<file path="config.mk">
export PLATFORM = sky130hd
export DESIGN_NAME = e203_lsu_ctrl_lite
export DESIGN_NICKNAME = d
export VERILOG_FILES = /design/src/rtl/e203_lsu_ctrl_lite_pkg.sv /design/src/rtl/e203_lsu_ctrl_lite_outs.sv /design/src/rtl/e203_lsu_ctrl_lite.sv
export SDC_FILE = /design/constraint.sdc
export NUM_CORES = 1
export LEC_CHECK = 0
export ABC_AREA = 1
export CORE_MARGIN = 8
export CORE_UTILIZATION = 30
export CTS_CLUSTER_SIZE = 16
export DETAILED_ROUTE_END_ITERATION = 12
export PLACE_DENSITY = 0.67
export RECOVER_POWER = 100
export SLEW_MARGIN = 20
export SYNTH_ARGS = -nofsm -noshare
export SYNTH_HDL_FRONTEND = slang
export SYNTH_SLANG_ARGS = --single-unit
</file>
<file path="constraint.sdc">
create_clock -name clk -period 8.4 [get_ports clk]
set_clock_uncertainty 0.2 [all_clocks]
set_input_delay 1.68 -clock clk [delete_from_list [all_inputs] [get_ports clk]]
set_output_delay 1.68 -clock clk [all_outputs]
set_load 0.02 [all_outputs]
</file>
<file path="src/rtl/e203_lsu_ctrl_lite_pkg.sv">
// Shared types and helpers for the LSU control slice: ICB size codes,
// outstanding-entry geometry and the load-data alignment/extension rule.
package e203_lsu_ctrl_lite_pkg;

    localparam int unsigned E203_ADDR_SIZE  = 32;
    localparam int unsigned E203_XLEN       = 32;
    localparam int unsigned E203_ITAG_WIDTH = 2;

    // read + back2agu + size[1:0] + usign
    localparam int unsigned OUTS_META_W = 5;

    typedef enum logic [1:0] {
        ICB_SIZE_BYTE = 2'b00,
        ICB_SIZE_HALF = 2'b01,
        ICB_SIZE_WORD = 2'b10
    } icb_size_e;

    function automatic int unsigned outs_entry_w(input int unsigned aw, input int unsigned iw);
        return aw + iw + OUTS_META_W;
    endfunction

    // Shift the raw bus word down to the addressed byte lane, then trim to the
    // access size and extend. Stores write back zero.
    function automatic logic [31:0] lsu_load_align(
        input logic [31:0] rdata,
        input logic [1:0]  ofs,
        input logic [1:0]  size,
        input logic        usign,
        input logic        read
    );
        logic [31:0] sh;
        logic [31:0] res;
        sh = rdata >> {ofs, 3'b000};
        case (icb_size_e'(size))
            ICB_SIZE_BYTE: res = {{24{~usign & sh[7]}}, sh[7:0]};
            ICB_SIZE_HALF: res = {{16{~usign & sh[15]}}, sh[15:0]};
            default:       res = sh;
        endcase
        return read ? res : '0;
    endfunction

endpackage

</file>
<file path="src/rtl/e203_lsu_ctrl_lite_outs.sv">
// In-order outstanding-transaction FIFO. A push is refused while full even
// when a pop happens in the same cycle; the head is read straight from the
// storage registers so it only changes at a clock edge.
module e203_lsu_outs_fifo #(
    parameter int unsigned DEPTH = 2,
    parameter int unsigned DW    = 8
) (
    input  logic          clk,
    input  logic          rst_n,
    input  logic          push_i,
    input  logic [DW-1:0] din_i,
    input  logic          pop_i,
    output logic          full_o,
    output logic          empty_o,
    output logic [DW-1:0] head_o
);

    localparam int unsigned PW = (DEPTH > 1) ? $clog2(DEPTH) : 1;
    localparam int unsigned CW = $clog2(DEPTH + 1);

    logic [DW-1:0] mem_q [DEPTH];
    logic [PW-1:0] wptr_q, wptr_d;
    logic [PW-1:0] rptr_q, rptr_d;
    logic [CW-1:0] cnt_q, cnt_d;
    logic          push_en, pop_en;

    function automatic logic [PW-1:0] ptr_inc(input logic [PW-1:0] p);
        return (p == PW'(DEPTH - 1)) ? '0 : p + PW'(1);
    endfunction

    assign full_o  = (cnt_q == CW'(DEPTH));
    assign empty_o = (cnt_q == '0);
    assign push_en = push_i & ~full_o;
    assign pop_en  = pop_i & ~empty_o;
    assign head_o  = mem_q[rptr_q];

    // Next pointers and occupancy; simultaneous push/pop leaves the count alone
    always_comb begin
        wptr_d = push_en ? ptr_inc(wptr_q) : wptr_q;
        rptr_d = pop_en  ? ptr_inc(rptr_q) : rptr_q;
        cnt_d  = cnt_q;
        case ({push_en, pop_en})
            2'b10:   cnt_d = cnt_q + CW'(1);
            2'b01:   cnt_d = cnt_q - CW'(1);
            default: cnt_d = cnt_q;
        endcase
    end

    // Pointer/count state with synchronous active-low reset
    always_ff @(posedge clk) begin
        if (!rst_n) begin
            wptr_q <= '0;
            rptr_q <= '0;
            cnt_q  <= '0;
        end else begin
            wptr_q <= wptr_d;
            rptr_q <= rptr_d;
            cnt_q  <= cnt_d;
        end
    end

    // Entry storage; contents are don't-care until pushed, so no reset
    always_ff @(posedge clk) begin
        if (push_en) begin
            mem_q[wptr_q] <= din_i;
        end
    end

endmodule

</file>
<file path="src/rtl/e203_lsu_ctrl_lite.sv">
// LSU control: forwards AGU ICB commands to memory, remembers each one in an
// in-order FIFO, and steers every response either back to the AGU or to the
// writeback/commit port with load alignment applied.
module e203_lsu_ctrl_lite
    import e203_lsu_ctrl_lite_pkg::*;
#(
    parameter int unsigned OUTS_DEPTH = 2,
    parameter int unsigned ADDR_SIZE  = E203_ADDR_SIZE,
    parameter int unsigned XLEN       = E203_XLEN,
    parameter int unsigned ITAG_WIDTH = E203_ITAG_WIDTH
) (
    input  logic                  clk,
    input  logic                  rst_n,

    input  logic                  agu_icb_cmd_valid,
    output logic                  agu_icb_cmd_ready,
    input  logic [ADDR_SIZE-1:0]  agu_icb_cmd_addr,
    input  logic                  agu_icb_cmd_read,
    input  logic [XLEN-1:0]       agu_icb_cmd_wdata,
    input  logic [XLEN/8-1:0]     agu_icb_cmd_wmask,
    input  logic                  agu_icb_cmd_back2agu,
    input  logic                  agu_icb_cmd_lock,
    input  logic                  agu_icb_cmd_excl,
    input  logic                  agu_icb_cmd_usign,
    input  logic [1:0]            agu_icb_cmd_size,
    input  logic [ITAG_WIDTH-1:0] agu_icb_cmd_itag,

    output logic                  agu_icb_rsp_valid,
    input  logic                  agu_icb_rsp_ready,
    output logic                  agu_icb_rsp_err,
    output logic                  agu_icb_rsp_excl_ok,
    output logic [XLEN-1:0]       agu_icb_rsp_rdata,

    output logic                  lsu_o_valid,
    input  logic                  lsu_o_ready,
    output logic [XLEN-1:0]       lsu_o_wbck_wdat,
    output logic [ITAG_WIDTH-1:0] lsu_o_wbck_itag,
    output logic                  lsu_o_wbck_err,
    output logic                  lsu_o_cmt_ld,
    output logic                  lsu_o_cmt_st,
    output logic                  lsu_o_cmt_buserr,
    output logic [ADDR_SIZE-1:0]  lsu_o_cmt_badaddr,

    output logic                  mem_icb_cmd_valid,
    input  logic                  mem_icb_cmd_ready,
    output logic [ADDR_SIZE-1:0]  mem_icb_cmd_addr,
    output logic                  mem_icb_cmd_read,
    output logic [XLEN-1:0]       mem_icb_cmd_wdata,
    output logic [XLEN/8-1:0]     mem_icb_cmd_wmask,
    output logic                  mem_icb_cmd_lock,
    output logic                  mem_icb_cmd_excl,
    output logic [1:0]            mem_icb_cmd_size,

    input  logic                  mem_icb_rsp_valid,
    output logic                  mem_icb_rsp_ready,
    input  logic                  mem_icb_rsp_err,
    input  logic                  mem_icb_rsp_excl_ok,
    input  logic [XLEN-1:0]       mem_icb_rsp_rdata,

    output logic                  lsu_ctrl_active
);

    localparam int unsigned EW = outs_entry_w(ADDR_SIZE, ITAG_WIDTH);

    logic                  full, empty;
    logic                  cmd_fire, rsp_fire;
    logic [EW-1:0]         push_ent, head_ent;
    logic [ADDR_SIZE-1:0]  head_addr;
    logic                  head_read, head_b2a, head_usign;
    logic [1:0]            head_size;
    logic [ITAG_WIDTH-1:0] head_itag;

    // Command path is a pure pass-through gated only by FIFO space
    assign mem_icb_cmd_valid = agu_icb_cmd_valid & ~full;
    assign agu_icb_cmd_ready = mem_icb_cmd_ready & ~full;
    assign mem_icb_cmd_addr  = agu_icb_cmd_addr;
    assign mem_icb_cmd_read  = agu_icb_cmd_read;
    assign mem_icb_cmd_wdata = agu_icb_cmd_wdata;
    assign mem_icb_cmd_wmask = agu_icb_cmd_wmask;
    assign mem_icb_cmd_lock  = agu_icb_cmd_lock;
    assign mem_icb_cmd_excl  = agu_icb_cmd_excl;
    assign mem_icb_cmd_size  = agu_icb_cmd_size;

    assign cmd_fire = agu_icb_cmd_valid & agu_icb_cmd_ready;
    assign rsp_fire = mem_icb_rsp_valid & mem_icb_rsp_ready;
    assign push_ent = {agu_icb_cmd_addr, agu_icb_cmd_read, agu_icb_cmd_back2agu,
                       agu_icb_cmd_size, agu_icb_cmd_usign, agu_icb_cmd_itag};

    e203_lsu_outs_fifo #(
        .DEPTH (OUTS_DEPTH),
        .DW    (EW)
    ) u_outs_fifo (
        .clk     (clk),
        .rst_n   (rst_n),
        .push_i  (cmd_fire),
        .din_i   (push_ent),
        .pop_i   (rsp_fire),
        .full_o  (full),
        .empty_o (empty),
        .head_o  (head_ent)
    );

    assign {head_addr, head_read, head_b2a, head_size, head_usign, head_itag} = head_ent;

    // Route the response by the head entry; nothing is accepted while empty
    always_comb begin
        agu_icb_rsp_valid = 1'b0;
        lsu_o_valid       = 1'b0;
        mem_icb_rsp_ready = 1'b0;
        if (!empty) begin
            if (head_b2a) begin
                agu_icb_rsp_valid = mem_icb_rsp_valid;
                mem_icb_rsp_ready = agu_icb_rsp_ready;
            end else begin
                lsu_o_valid       = mem_icb_rsp_valid;
                mem_icb_rsp_ready = lsu_o_ready;
            end
        end
    end

    assign agu_icb_rsp_rdata   = mem_icb_rsp_rdata;
    assign agu_icb_rsp_err     = mem_icb_rsp_err;
    assign agu_icb_rsp_excl_ok = mem_icb_rsp_excl_ok;

    assign lsu_o_wbck_wdat   = lsu_load_align(mem_icb_rsp_rdata, head_addr[1:0],
                                              head_size, head_usign, head_read);
    assign lsu_o_wbck_itag   = head_itag;
    assign lsu_o_wbck_err    = mem_icb_rsp_err;
    assign lsu_o_cmt_ld      = head_read;
    assign lsu_o_cmt_st      = ~head_read;
    assign lsu_o_cmt_buserr  = mem_icb_rsp_err;
    assign lsu_o_cmt_badaddr = head_addr;

    assign lsu_ctrl_active = ~empty | agu_icb_cmd_valid;

endmodule

</file>
==> summary.md <==
| Metric | Value |
|---|---|
| CTS tree | done |
| Crit path max-delay family | compound AO/OA/AOI/OAI gates |
| Chip height | 146 microns |
| Placed cells | 877 |
| Worst r2r dst | u_outs_fifo.mem_q[0][36] |
| Max-slew headroom | -97.8% |
| Critical-path cell list | o21ai_0 -> inv_1 -> o21ai_0 -> a31oi_1 -> dlygate4sd3_1 |
| Number of DRC markers in iteration 0 | 144 |
| Final period util | 78.2% |
| Clock H-tree levels | 3 |
| Post-Syn Nets | 686 |
| Average wire per standard cell | 15.9 microns |
| GR Util All Layers | 13.1% |
| Drt pass-1 iters | 4 |
| Crit Path Class | reg2out |
| Share of layout cells above drive strength 1 | 8.02% |
| GRT overflow | 0 |
| Synthesis Warnings | 0 |
| Clock slew at reported path FFs | 0.05 ns |
| Number of max-cap violations | 3 |
| Yosys top cell area share | 46.5% |
| Port Buf Inserts | 218 |
| Clock root buffer | clkbuf_16 |
| Core area | 16,500 sq um |
| Dpl cell area | 6560 sq um |
| R2R Path Start | u_outs_fifo.cnt_q[0] |
| Via count | 3,883 |
| DIE WIDTH | 146 microns |
| Status | finished, violations left |
| Worst hold path type | reg2reg |
| # IOs | 301 |
| Crit-path slowest cell | o21ai_0 |
| Worst Hold Launch | u_outs_fifo.cnt_q[1] |
| Failing checks | max-capacitance violations, max-slew violations |
| Buf/Inv on CP | 2 |
| Flop2flop setup slack | 5.10 ns |
| Fin cells | 894 |
| Final hold viol count | 0 |
| Global-route wire length before repair | 22,000 microns |
| Slew Limit Fails | 108 |
| Worst setup SP type | flop |
| Post-synthesis sequential area ratio | 48.5% |
| Req. time, crit path | 6.52 ns |
| Depth of the worst register-to-register path | 5 |
| Deepest clock path buffer count | 2 |
| CTS Hold Bufs | 0 |
| Routed WL | 14,200 microns |
| Endpoint, Worst Hold | u_outs_fifo.cnt_q[1] |
| CP most frequent cell | o21ai_0 |
| DR vias/cell | 4.34 |
| CTS Buf Count | 9 |
| Leakage | 2.84 nW |
| WP data arrival | 4.69 ns |
| # setup viols final | 0 |
| RePlAce Congestion | 0.869 |
| Antenna-violating nets left | 0 |
| Mapped Avg Cell Area | 8.88 sq um |
| Die Area | 21,200 sq um |
| Post-synthesis cell area | 5040 sq um |
| CP max FO | 27 |
| Min Hold Slack | 0.300 ns |
| Slowest stage delay, CP | 2.27 ns |
| Post-CTS setup buffer count | 0 |
| Tot Pwr | 1.21 mW |
| Vias in the first global route | 3,943 |
| Slew @ Worst Pin | 2.94 ns |
| Tmin final | 6.57 ns |
| Cell Pwr Density | 177 nW/um^2 |
| Synth area leader | edfxtp_1 |
| Critical Path Sink Type | output pin |
| #FFs+latches synth | 83 |
| WHS Path Cells | 2 |
| Num rows | 47 |
| Top cells by area, synth | edfxtp_1 47%, buf_4 16%, nand2_1 15% |
| Resized cells post-CTS | 0 |
| FMAX | 152 MHz |
| Initial Util | 30.5% |
| Largest net degree at the start of global routing | 40 |
| Detailed Place HPWL | 11,000 microns |
| Peak supply drop | 122 uV |
| Area Growth Syn to Fin | 35.5% |
| Design Area, Final | 6830 sq um |
| Initial antenna violation count | 3 |
| Synthesized netlist cell count | 567 |
| Synth cell types | 30 |
| Worst-Skew Late Latency | 0.33 ns |
| Final nets | 787 |
| Sink Count | 83 |
| DRC errors left | 0 |
| Setup TNS | 0 ns |
| Unrepaired setup endpoints after global routing | false |
-- layer usage --
layer  share of wire (%)  vias up  global-route usage (%)  routed length (microns)
met3                  11       41                    6.28                     1540
met5                0.14        -                       0                       20
li1                    -     1935                       -                        -
met4                 2.6        4                    5.31                      377
met1                  38     1721                    13.4                     5380
met2                  49      182                    22.6                     6940
-- through the flow --
| step | setup WS, ns | utilization, % |
|---|---|---|
| 2_1_floorplan | 3.58 | - |
| 3_3_place_gp | 2.90 | 39.7 |
| 3_5_place_dp | 2.86 | 39.7 |
| 4_1_cts | 2.86 | 41.4 |
| 5_1_grt | 1.40 | 41.3 |
| 6_report | 1.83 | 41.3 |
-- tightest hold or removal path: stages (launching register included) --
cell and delay [ns]:
dfxtp_1 0.31, inv_1 0.08, a21oi_1 0.06
-- cell usage in the layout, fill, tap and decap left out, drive strengths merged, types with 5 or more instances in the layout --
master	instances
nand3	34
edfxtp	78
dlygate4sd3	173
a31oi	7
inv	36
dfxtp	5
nand2	216
clkdlybuf4s50	45
o21ai	13
nor2	12
clkbuf	13
a21oi	29
-- power breakdown --
group / internal (mW) / total, mW / switching (mW)
Clock: 0.229 / 0.376 / 0.148
Combinational: 0.142 / 0.353 / 0.212
Sequential: 0.472 / 0.478 / 0.00577
Total: 0.843 / 1.21 / 0.365
-- state kept, by name, indices dropped and copies added, names as in the netlist, named ones only --
name / count
u_outs_fifo.wptr_q: 1
u_outs_fifo.rptr_q: 1
u_outs_fifo.cnt_q: 2
u_outs_fifo.mem_q: 78
-- how the worst max path moves through the flow --
stage	cells past startpoint	to	slack, ns
4_1_cts	8	lsu_o_wbck_wdat[18]	2.86
2_1_floorplan	3	u_outs_fifo.mem_q[0][0]	3.58
3_3_place_gp	8	lsu_o_wbck_wdat[18]	2.90
3_5_place_dp	8	lsu_o_wbck_wdat[18]	2.86
5_1_grt	5	lsu_o_wbck_wdat[2]	1.40
6_report	5	lsu_o_wbck_wdat[3]	1.83
-- cell type report --
| class | count | area [sq um] |
|---|---|---|
| diodes | 1 | 2.50 |
| clock buffers | 11 | 233 |
| clock inverters | 5 | 53.8 |
| fillers | 1604 | 9700 |
| inverters | 36 | 140 |
| multi-input cells | 317 | 1480 |
| flip-flops and latches | 83 | 2440 |
| well taps | 220 | 275 |
| repair buffers | 221 | 2200 |
-- cell families after synthesis --
logic type | Yosys count | synth area share (%)
DFF | 83 | 48.5
buffers and inverters | 167 | 22.2
and+or+nand+nor | 266 | 23.5
adders and majority gates | 1 | 0.248
AOI/OAI and AO/OA | 50 | 5.64
-- synthesized netlist by cell type --
library cell / count
nor3_1: 1
ha_1: 1
or2_1: 1
nor2_1: 9
a21oi_1: 29
o21ai_0: 11
nand4_1: 1
a21boi_0: 1
edfxtp_1: 78
nand2_4: 6
buf_4: 110
buf_2: 8
a31oi_1: 7
inv_6: 1
o21ai_4: 2
clkbuf_1: 7
nand3_4: 2
inv_1: 25
buf_12: 1
dfxtp_1: 5
nand3_1: 30
nand2_2: 13
buf_8: 2
nand3b_1: 1
buf_6: 3
nand2_1: 197
nor2_2: 1
inv_2: 10
nor2_4: 2
nand3_2: 2
(Power assumes the default switching activity.)
==> RTL edit 1 (same settings) <==
The parameter `OUTS_DEPTH` goes from 2 to 8.
--- a/src/rtl/e203_lsu_ctrl_lite.sv
+++ b/src/rtl/e203_lsu_ctrl_lite.sv
@@ -5,5 +5,5 @@
     import e203_lsu_ctrl_lite_pkg::*;
 #(
-    parameter int unsigned OUTS_DEPTH = 2,
+    parameter int unsigned OUTS_DEPTH = 8,
     parameter int unsigned ADDR_SIZE  = E203_ADDR_SIZE,
     parameter int unsigned XLEN       = E203_XLEN,
Function: changed (Yosys sat finds a counterexample within 4 cycles, from zero or initial values and one cycle with rst_n low).
==> RTL edit 1 against the original RTL <==
The flow still finishes with violations (capacitance limit, slew limit). Power grew to 4.7 times the old value. Sequential cell count grew 242. Non-clock buffer count grew 10. Synthesized area grew to 2.9 times the old value. Highest routed layer unchanged. Routed wire length grew to 2.8 times the old value. Cell area grew to 2.6 times the old value. Worst setup slack lost 0.57 ns.
==> RTL edit 1: results (changes against the original RTL) <==
largest net degree at the start of global routing 82 (was 40); FMAX 140 MHz (was 152 MHz); H-tree Lvls 2 (was 3); final design area excluding fillers 17,600 sq um (was 6830 sq um); Layout non-clock buf frac 12.7% (was 32.2%); dpl ws 2.47 ns (was 2.86 ns); comb_multi_in 759 (was 317); vias in the first global route 9,882 (was 3,943); status finished, violations left (unchanged); # diodes 2 (was 1); aggregate global-route resource usage 13.8% (was 13.1%); hold path start u_outs_fifo.cnt_q[3] (was u_outs_fifo.cnt_q[1]); distinct cell type count after synthesis 38 (was 30); r2r setup slk 3.47 ns (was 5.10 ns); Max FO, Critical Path 78 (was 27); CP Data Arrival Time 5.27 ns (was 4.69 ns); detailed-route vias per instance 4.84 (was 4.34); Synth Area in Compound Gates 10.3% (was 5.64%); DR pass1 iterations 5 (was 4); failing checks capacitance limit, slew limit (unchanged); fill count 4,770 (was 1,604); sequential power share 34.2% (was 39.6%); Non-CTS buffers 231 (was 221); CTS buffer count 36 (was 9); Clk pwr share 25.6% (was 31.2%); worst setup path endpoint lsu_o_wbck_wdat[18] (was lsu_o_wbck_wdat[3]); Post-Place Cell Area 16,600 sq um (was 6560 sq um); hpwl dp 25,100 microns (was 11,000 microns); final net count 1,540 (was 787); max-slew violations 402 (was 108); switching power 2150 uW (was 365 uW); Clock Tree Buf Depth 3 (was 2); Adder-Cell Fraction of Synth Area 0.596% (was 0.248%); DRT iter0 DRCs 551 (was 144); Hold Path Sink u_outs_fifo.cnt_q[3] (was u_outs_fifo.cnt_q[1]); fraction of area in registers 54.6% (was 35.8%); cell depth of the worst flop-to-flop path 18 (was 5); Worst IR Drop VDD 0.205 mV (was 0.122 mV); worst skew pair latency 0.49 ns (was 0.33 ns); sequential-to-total area share from yosys stat 65.5% (was 48.5%); # clk buffers 45 (was 11); multi-input logic area 3640 sq um (was 1480 sq um); met2 usage 25.8% (was 22.6%); Seq cells 325 (was 83); Max Cap Violations 11 (was 3); Pwr Total 5640 uW (was 1210 uW); first-pass GRT wire length 60,300 microns (was 22,000 microns); Post-synth EDFFs 312 (was 78); wire length on met2 20,800 microns (was 6940 microns); share of post-route cells with drive strength above 1 7.22% (was 8.02%); top flop regs u_outs_fifo.mem_q x312, u_outs_fifo.cnt_q x4 (was u_outs_fifo.mem_q x78, u_outs_fifo.cnt_q x2); met3 routed WL 2840 microns (was 1540 microns); Synth top cells by count edfxtp_1, nor2_1, o21ai_0 (was nand2_1, buf_4, edfxtp_1); WL met1 15,100 microns (was 5380 microns); clk cell area share 6.25% (was 4.20%); top cells by area, synth edfxtp_1, nor2_1, buf_4, o21ai_0, nand2_1 (was edfxtp_1, buf_4, nand2_1, nand3_1, a21oi_1); RD Place Congestion 0.810 (was 0.869); DR WL/cell 19.6 microns (was 15.9 microns); global routing usage on met3 2.98% (was 6.28%); post-synthesis xor/xnor area fraction 0.119% (was 0%)
RTL edit 1: cell count changes in the layout (fill, tap and decap cells not counted), sizes merged, moves of 8 or more:
cell and change:
nor2 +260, edfxtp +234, o21ai +154, nand2 -83, clkbuf +41, o22ai +33, nand3 +28, inv +26
a31oi +25, clkinv +15, dfxtp +8
RTL edit 1: per-stage QoR:
step,hold WS [ns],instances
floorplan,0.260,1330
global placement,0.275,1999
detailed placement,0.294,1999
CTS,0.302,2063
global route,0.328,2064
finish,0.296,2065
RTL edit 1: worst max-delay path, cell delays in order, from the launching register on:
cell and delay (ns):
dfxtp_4 1.00, clkinv_2 0.17, clkbuf_2 1.05, nor2_1 0.36
o21ai_1 0.12, nand3_1 0.13, nand2_2 0.35, nand3_1 0.30
nand3_4 0.17, nand3_4 0.24, nand2_1 0.08, inv_1 0.06
dlygate4sd3_1 0.67
==> RTL edit 2 (same settings) <==
Made on the original files. Reset style: asynchronous (`rst_n`), changed in one clocked block. Comments in the files are not updated.
--- a/src/rtl/e203_lsu_ctrl_lite_outs.sv
+++ b/src/rtl/e203_lsu_ctrl_lite_outs.sv
@@ -48,5 +48,5 @@
 
     // Pointer/count state with synchronous active-low reset
-    always_ff @(posedge clk) begin
+    always_ff @(posedge clk or negedge rst_n) begin
         if (!rst_n) begin
             wptr_q <= '0;
Check against the original RTL: differs if rst_n is asserted again (counterexample within 4 cycles, from zero or initial values and one cycle with rst_n low); with rst_n held inactive, the same outputs for 10 cycles.
==> RTL edit 2 against the original RTL <==
The flow still finishes with violations (capacitance limit, slew limit). Synthesized area fell by 0.99%. Worst setup slack got worse by 0.11 ns. Cell area fell by 0.26%. First-iteration DRC count rose by 14%. Routed wire length rose by 3.7%. Sequential cell count fell by 1. Die area fell by 0.88%. Utilization rose by 0.19 points. Via count fell by 0.36%. Sequential share of layout area rose by 0.092 points. Synthesized cell count fell by 1.8%. Critical path type unchanged.
Power is not compared: it rests on default switching activity, and its combinational part moved more than twofold at a synthesized area within 25%.
==> RTL edit 2: results (changes against the original RTL) <==
status finished, violations left (unchanged); failing checks capacitance limit, slew limit (unchanged); detailed-route vias per instance 4.38 (was 4.34); share of post-route cells with drive strength above 1 8.45% (was 8.02%); H-tree Lvls 3 (unchanged); Max FO, Critical Path 42 (was 27); distinct cell type count after synthesis 30 (unchanged); vias in the first global route 3,984 (was 3,943); post-route ant nets 0 (unchanged); Buffers on Ports 218 (unchanged); Clock Tree Buf Depth 2 (unchanged); highest-delay cell along the critical path dfrtp_1 (was o21ai_0); top flop regs u_outs_fifo.mem_q x78, u_outs_fifo.cnt_q x2 (unchanged); worst skew pair latency 0.33 ns (about the same); Slew @ Worst Pin 2.29 ns (was 2.94 ns); hold path start u_outs_fifo.cnt_q[1] (unchanged); largest net degree at the start of global routing 43 (was 40); Post-CTS Setup Repair Bufs 0 (unchanged); Mapped Nets 676 (was 686); crit path from u_outs_fifo.rptr_q; worst hold path class flop to flop (unchanged); DR pass1 iterations 4 (unchanged); CTS resizes 0 (unchanged); final net count 777 (was 787); internal power 1210 uW; slowest stage delay, CP 1.45 ns (was 2.27 ns); dominant synthesized flop cell edfxtp_1 (unchanged); DR WL/cell 16.7 microns (was 15.9 microns); delay-heaviest family, CP simple AND/OR/NAND/NOR gates (was compound AO/OA/AOI/OAI gates); hpwl dp 11,200 microns (was 11,000 microns); Post-synth EDFFs 78 (unchanged); cell depth of the worst flop-to-flop path 9 (was 5); Synth top cells by count nand2_1, buf_4, edfxtp_1 (unchanged); static leakage 0.00285 uW; CP Data Arrival Time 4.81 ns (was 4.69 ns); Post-synth ARST share 4.88% (was 0%); first-pass GRT wire length 23,000 microns (was 22,000 microns); fill count 1,636 (was 1,604); max-slew violations 123 (was 108); DRT iter0 DRCs 164 (was 144); Max Cap Violations 3 (unchanged); yosys warns 0 (unchanged); antenna violations before repair 2 (was 3); aggregate global-route resource usage 13.8% (was 13.1%); RD Place Congestion 0.839 (was 0.869); CTS buffer count 9 (unchanged); hold path cells 1 (was 2); sequential-to-total area share from yosys stat 49.0% (was 48.5%); Root Buffer clkbuf_16 (unchanged); Worst IR Drop VDD 0.163 mV; CTS clk-pin slew, worst paths 0.06 ns; top cells by area, synth edfxtp_1, buf_4, nand2_1, nand3_1, a21oi_1 (unchanged)
[RTL edit 2: logic make-up after synthesis]
group,after synthesis,share of synthesized area (%)
and+or+nand+nor,257,22.7
buffers and inverters,167,22.0
DFF,82,49.0
AOI/OAI and AO/OA,46,5.34
xor gates and xnor gates,4,0.703
adders and majority gates,1,0.251
[RTL edit 2: metrics by stage]
step / worst slack (ns) / power [uW] / cells / hold WS [ns] / cell area (sq um)
after floorplan: 3.58 / 1400 / 557 / 0.283 / 4990
after global placement: 2.88 / 1890 / 867 / 0.304 / 6520
after detailed placement: 2.83 / 1900 / 867 / 0.314 / 6520
after CTS: 2.48 / 2300 / 883 / 0.321 / 6820
after global routing: 1.24 / 2340 / 884 / 0.331 / 6810
final: 1.71 / 2190 / 884 / 0.321 / 6810
[RTL edit 2: worst reg2reg max path, delay by kind of cell (launching register included)]
kind                       cells  cell delay [ns]
adders and majority gates      1             0.32
buffers and inverters          2             0.84
xor gates and xnor gates       1             0.13
AOI/OAI and AO/OA              3             0.65
DFF                            1             1.45
and+or+nand+nor                2             0.26
[RTL edit 2: worst paths after layout]
kind                                         to  slack, ns
setup / recovery            lsu_o_wbck_wdat[31]       1.71
hold / removal             u_outs_fifo.cnt_q[1]       0.32
setup reg to reg           u_outs_fifo.cnt_q[1]       4.44
hold reg to reg            u_outs_fifo.cnt_q[1]       0.32
max in group asynchronous  u_outs_fifo.cnt_q[1]       6.41
min in group asynchronous  u_outs_fifo.cnt_q[0]       1.42
[RTL edit 2: layout make-up]
type,count,area (sq um),share of cell area [%]
Tap cell,220,275,4.04
Multi-Input combinational cell,308,1460,21.4
Clock inverter,7,76.3,1.12
Sequential cell,82,2440,35.9
Antenna cell,1,2.50,0.0368
Inverter,37,139,2.04
Clock buffer,9,225,3.31
Timing Repair Buffer,220,2190,32.2
[RTL edit 2: power by group through the flow]
stage / Sequential, uW / Clock [uW] / Combinational [uW]
finish: 570 / 393 / 1230
global route: 580 / 416 / 1340
CTS: 570 / 404 / 1330
detailed placement: 579 / 0 / 1320
global placement: 576 / 0 / 1320
floorplan: 540 / 0 / 860
[RTL edit 2: routing by layer]
layer,GRT usage [%],part of all wire (%)
met1,14.1,37
met2,22.3,47
met3,7.06,12
met4,8.10,4.3
met5,0,0.081
